===== src/rtl/pong_match_controller.sv =====
// Match sequencer for the Pong display path: scores, serve timing,
// game-over hold/blink, and the registered loss flags for the renderer.
module pong_match_controller #(
    parameter int WIN_SCORE          = 7,
    parameter int SCORE_W            = 4,
    parameter int SERVE_DELAY_FRAMES = 60,
    parameter int GAMEOVER_FRAMES    = 300,
    parameter int BLINK_FRAMES       = 16,
    parameter int CNT_W              = 9
) (
    input  logic               clk,
    input  logic               rst_n,
    input  logic               frame_tick,
    input  logic               start,
    input  logic               miss_a,
    input  logic               miss_b,
    output logic [SCORE_W-1:0] score_a,
    output logic [SCORE_W-1:0] score_b,
    output logic               play_en,
    output logic               serve_req,
    output logic               serve_dir,
    output logic               lossA,
    output logic               lossB,
    output logic               blink
);

    localparam int BLINK_W = $clog2(BLINK_FRAMES) + 1;
    localparam logic [CNT_W-1:0]   SERVE_LAST = CNT_W'(SERVE_DELAY_FRAMES - 1);
    localparam logic [CNT_W-1:0]   OVER_LAST  = CNT_W'(GAMEOVER_FRAMES - 1);
    localparam logic [BLINK_W-1:0] BLINK_LAST = BLINK_W'(BLINK_FRAMES - 1);
    localparam logic [SCORE_W-1:0] WIN        = SCORE_W'(WIN_SCORE);

    typedef enum logic [1:0] {IDLE, SERVE_WAIT, PLAY, GAMEOVER} state_t;

    state_t             state, state_next;
    logic [CNT_W-1:0]   cnt, cnt_next;
    logic [BLINK_W-1:0] blink_cnt, blink_cnt_next;
    logic [SCORE_W-1:0] score_a_next, score_b_next, inc_a, inc_b;
    logic               play_en_next, serve_req_next, serve_dir_next;
    logic               loss_a_next, loss_b_next, blink_next;

    assign inc_a = score_a + SCORE_W'(1);
    assign inc_b = score_b + SCORE_W'(1);

    always_ff @(posedge clk or negedge rst_n) begin
        if (!rst_n) begin
            state     <= IDLE;
            cnt       <= '0;
            blink_cnt <= '0;
            score_a   <= '0;
            score_b   <= '0;
            play_en   <= 1'b0;
            serve_req <= 1'b0;
            serve_dir <= 1'b0;
            lossA     <= 1'b0;
            lossB     <= 1'b0;
            blink     <= 1'b0;
        end else begin
            state     <= state_next;
            cnt       <= cnt_next;
            blink_cnt <= blink_cnt_next;
            score_a   <= score_a_next;
            score_b   <= score_b_next;
            play_en   <= play_en_next;
            serve_req <= serve_req_next;
            serve_dir <= serve_dir_next;
            lossA     <= loss_a_next;
            lossB     <= loss_b_next;
            blink     <= blink_next;
        end
    end

    always_comb begin
        state_next     = state;
        cnt_next       = cnt;
        blink_cnt_next = blink_cnt;
        score_a_next   = score_a;
        score_b_next   = score_b;
        play_en_next   = play_en;
        serve_req_next = 1'b0;
        serve_dir_next = serve_dir;
        loss_a_next    = lossA;
        loss_b_next    = lossB;
        blink_next     = blink;

        unique case (state)
            IDLE: begin
                play_en_next = 1'b0;
                if (start) begin
                    score_a_next   = '0;
                    score_b_next   = '0;
                    serve_dir_next = 1'b0;
                    cnt_next       = '0;
                    state_next     = SERVE_WAIT;
                end
            end
            SERVE_WAIT: begin
                play_en_next = 1'b0;
                if (frame_tick) begin
                    if (cnt == SERVE_LAST) begin
                        serve_req_next = 1'b1;
                        play_en_next   = 1'b1;
                        cnt_next       = '0;
                        state_next     = PLAY;
                    end else begin
                        cnt_next = cnt + CNT_W'(1);
                    end
                end
            end
            PLAY: begin
                play_en_next = 1'b1;
                if (miss_a || miss_b) begin
                    play_en_next   = 1'b0;
                    cnt_next       = '0;
                    blink_cnt_next = '0;
                    blink_next     = 1'b0;
                    state_next     = SERVE_WAIT;
                    // Simultaneous misses replay the point with no score change.
                    if (miss_a && !miss_b) begin
                        score_b_next   = inc_b;
                        serve_dir_next = 1'b0;
                        if (inc_b == WIN) begin
                            loss_a_next = 1'b1;
                            state_next  = GAMEOVER;
                        end
                    end else if (miss_b && !miss_a) begin
                        score_a_next   = inc_a;
                        serve_dir_next = 1'b1;
                        if (inc_a == WIN) begin
                            loss_b_next = 1'b1;
                            state_next  = GAMEOVER;
                        end
                    end
                end
            end
            GAMEOVER: begin
                play_en_next = 1'b0;
                // A start request outranks the final hold tick.
                if (start) begin
                    score_a_next   = '0;
                    score_b_next   = '0;
                    serve_dir_next = 1'b0;
                    loss_a_next    = 1'b0;
                    loss_b_next    = 1'b0;
                    blink_next     = 1'b0;
                    blink_cnt_next = '0;
                    cnt_next       = '0;
                    state_next     = SERVE_WAIT;
                end else if (frame_tick) begin
                    if (cnt == OVER_LAST) begin
                        loss_a_next    = 1'b0;
                        loss_b_next    = 1'b0;
                        blink_next     = 1'b0;
                        blink_cnt_next = '0;
                        cnt_next       = '0;
                        state_next     = IDLE;
                    end else begin
                        cnt_next = cnt + CNT_W'(1);
                        if (blink_cnt == BLINK_LAST) begin
                            blink_cnt_next = '0;
                            blink_next     = ~blink;
                        end else begin
                            blink_cnt_next = blink_cnt + BLINK_W'(1);
                        end
                    end
                end
            end
            default: state_next = IDLE;
        endcase
    end

endmodule


===== config.mk =====
export PLATFORM = sky130hd
export DESIGN_NAME = pong_match_controller
export DESIGN_NICKNAME = d
export VERILOG_FILES = /design/src/rtl/pong_match_controller.sv
export SDC_FILE = /design/constraint.sdc
export NUM_CORES = 1
export LEC_CHECK = 0
export CAP_MARGIN = 20
export CORE_MARGIN = 1
export CORE_UTILIZATION = 30
export CTS_CLUSTER_SIZE = 25
export DETAILED_ROUTE_END_ITERATION = 10
export HOLD_SLACK_MARGIN = 0.1
export SETUP_SLACK_MARGIN = 0.15
export SLEW_MARGIN = 10
export SYNTH_ARGS = -nofsm -noshare
export SYNTH_HDL_FRONTEND = slang
export SYNTH_SLANG_ARGS = --single-unit

===== constraint.sdc =====
create_clock -name clk -period 2.1 [get_ports clk]
set_input_delay 0.42 -clock clk [delete_from_list [all_inputs] [get_ports clk]]
set_output_delay 0.42 -clock clk [all_outputs]
set_load 0.02 [all_outputs]

==> flow_metrics.py <==
metrics = {
    "outcome": {
        "status": "complete, no violations",
    },
    "power_and_ir_drop": {
        "internal_power_mw": 1.76,
        "p_leak_nw": 1.16,
        "clockPowerShare": 0.153,
        "p_sw_mw": 1.26,
        "p_sw_frac": 0.417,
        "comb_power_share": 0.560,
        "peakVddDrop_mv": 0.434,
        "seqPwrFrac": 0.287,
        "powerDensity_nw_per_um2": 1210,
        "totalPowerFinal_mw": 3.02,
    },
    "floorplanning": {
        "num_io_pins": 20,
        "start_util": 0.316,
        "die_w_microns": 81.6,
        "design.core.area_sq_um": 6030,
        "row_count": 28,
        "dieArea_sq_um": 6670,
        "die_y_microns": 81.6,
    },
    "finish": {
        "stdcell_area_sq_um": 2500,
        "syn2layout_area_growth_pct": 31.6,
        "final_cell_mix": "29 x dfrtp_1, 22 x buf_4, 19 x nand2_1, 19 x o21ai_0, 17 x clkdlybuf4s50_1",
        "final_util": 0.416,
        "antennaDiodeCount": 0,
        "final_common_cell": "dfrtp_1",
        "nFillCells": 586,
        "drive_gt1_frac": 0.232,
        "fin_nets": 271,
    },
    "sta": {
        "finalWorstPathRequiredPeriod_ns": 1.83,
        "finalSetupViolCount": 0,
        "rsz0062_at_grt": "true",
        "tightestPinTransition_ns": 0.407,
        "finalClockSkew_ns": 0.00521,
        "fmax_ghz": 0.546,
        "finalHoldViolCount": 0,
        "relSlewSlack": 0.726,
        "period_share": 0.872,
        "worst_slack_ns": 0.268,
        "drv_slew": 0,
    },
    "global_route": {
        "use_met2": 0.214,
        "antenna_found_initial": 0,
        "grt_pass1_vias": 1553,
        "grt_pass1_wl_microns": 7270,
        "grt_util_all_layers": 0.143,
        "met1_usage": 0.201,
        "top_usage_layer": "met2",
        "grt_overflow": 0,
        "use_met3": 0.0367,
        "grt_max_degree": 31,
    },
    "setup_path": {
        "cp_data_required_time_ns": 2.27,
        "critical-path-max-stage-delay_ns": 0.38,
        "setup.worst_path.end": "cnt[3]",
        "reg2reg_depth": 7,
        "cpMaxStageDelayCell": "dfrtp_1",
        "setup.worst_path.start": "cnt[0]",
        "startpoint_type": "flip-flop",
        "worst-setup-path-type": "flip-flop to flip-flop",
        "worst_r2r_endpoint": "cnt[3]",
        "r2r_setup_slack_ns": 0.27,
        "rr_startpoint": "cnt[0]",
        "arrival_ns": 2.00,
        "endpoint_kind": "flip-flop",
        "path_cells": "ha_1, and2b_1, a31oi_2, o21ai_4, buf_4, o21ai_0, a22o_1",
        "path_max_fanout": 7,
    },
    "synthesis": {
        "yosysTopAreaCell": "dfrtp_1",
        "netlist_instances": 204,
        "yosysSeqAreaShare": 0.394,
        "synthDistinctLibCells": 50,
        "yosysWarnings": 0,
        "ys_ff_latch": 30,
        "syn_area_sq_um": 1900,
        "synth_nets": 224,
        "synth_edf_count": 0,
        "async_flop_share": 1.00,
        "synth_top_area_share": 0.394,
        "synth_flop_cell": "dfrtp_1",
        "synthTopCellsByArea": "dfrtp_1 39%, ha_1 9.2%, o21ai_0 5.3%",
        "syn_avg_cell_area_sq_um": 9.33,
    },
    "placed_design": {
        "place_area_sq_um": 2330,
        "dp_slack_ns": -0.244,
        "gp_congestion": 0.754,
        "dp_hpwl_microns": 3040,
        "port_buffers": 19,
    },
    "job": {
        "maxCapViolCount": 0,
    },
    "clocking": {
        "clock_latency_ns": 0.28,
        "cts_tree": "done",
        "h-tree-depth": 2,
        "cts_hold_buf": 0,
        "cts_num_sinks": 30,
        "clockBufferDepth": 2,
        "root_buffer": "clkbuf_8",
        "path_clk_slew_ns": 0.06,
        "cts-buffers-inserted": 5,
    },
    "hold_path": {
        "min_path_cells": 1,
        "hp-class": "flip-flop to flip-flop",
    },
    "routing": {
        "detail_route.wl_per_cell_microns": 13.0,
        "vias": 1671,
        "wl_microns": 4230,
        "viasPerCell": 5.14,
        "drtPass1Iterations": 4,
        "drc": 0,
        "ant_nets": 0,
        "drt_iter0_drc": 119,
    },
}
[cells in the mapped netlist, types with 4 or more instances]
master    number
nor2b_1        5
nand2b_1       7
nand4_1        4
o21ai_0       20
nand2_1       20
dfrtp_1       30
nand3_1        9
inv_1         11
a22o_1         6
ha_1          14
a21oi_1       10
nor2_1        10
and3_1         7
[stage by stage]
| step | cells | TNS, ns | hold slack [ns] |
|---|---|---|---|
| after CTS | 323 | 0 | 0.494 |
| after floorplan | 204 | 0 | 0.124 |
| after global routing | 325 | 0 | 0.507 |
| final | 325 | 0 | 0.486 |
| after detailed placement | 317 | -2.97 | 0.484 |
| after global placement | 317 | -2.25 | 0.483 |
[flip-flops by register name (all words and copies together), names as in the netlist]
signal	cells
play_en	1
serve_req	1
score_a	4
blink	1
score_b	4
serve_dir	1
lossB	1
state	2
cnt	9
blink_cnt	5
lossA	1
[power by group through the flow]
stage                     sequential [mW]  clock [mW]  combinational (mW)
after CTS                           0.864       0.479                1.59
after detailed placement            0.872           0                1.57
after floorplan                     0.960           0               0.852
after global placement              0.870           0                1.54
final                               0.868       0.463                1.69
after global routing                0.896       0.507                1.88
[worst min path at each step]
stage	startpoint	to	slack (ns)
floorplan	rst_n	blink	0.12
CTS	blink	blink	0.49
global route	blink	blink	0.51
finish	blink	blink	0.49
detailed placement	blink	blink	0.48
global placement	blink	blink	0.48
[what timing repair did]
| item | 4_1_cts | 5_1_grt |
|---|---|---|
| setup endpoints to repair | 10 | 23 |
| setup buffers | 0 | 2 |
| gates cloned | 0 | 0 |
| pin swaps | 2 | 5 |
| resized for setup | 4 | 19 |
[worst max-delay path, delay by kind of cell, from the launching register on]
family / cells / cell delay (ns)
AND/OR/NAND/NOR: 1 / 0.25
buffers and inverters: 1 / 0.17
flip-flops: 1 / 0.38
AO/OA/AOI/OAI: 4 / 0.69
adder cells (fa/ha/maj): 1 / 0.23
[cell families after synthesis]
| kind of cell | synth area share |
|---|---|
| AND/OR/NAND/NOR | 0.233 |
| AO/OA/AOI/OAI | 0.243 |
| flip-flops | 0.394 |
| adder cells (fa/ha/maj) | 0.0920 |
| buffers and inverters | 0.0263 |
| multiplexers | 0.0112 |
[area by class of cell]
class	count	area (sq um)	share of cell area
Multi-Input combinational cell	161	1170	0.468
Sequential cell	30	752	0.300
Timing Repair Buffer	41	360	0.144
Tap cell	75	93.8	0.0375
Clock buffer	6	82.6	0.0330
Inverter	12	45.0	0.0180
[metal layers]
layer / wire, microns / vias up
met2: 1890 / 27
met5: 0 / -
met3: 153 / 5
met1: 2150 / 799
li1: - / 840
met4: 45 / 0
Power figures use the tool's default switching activity.
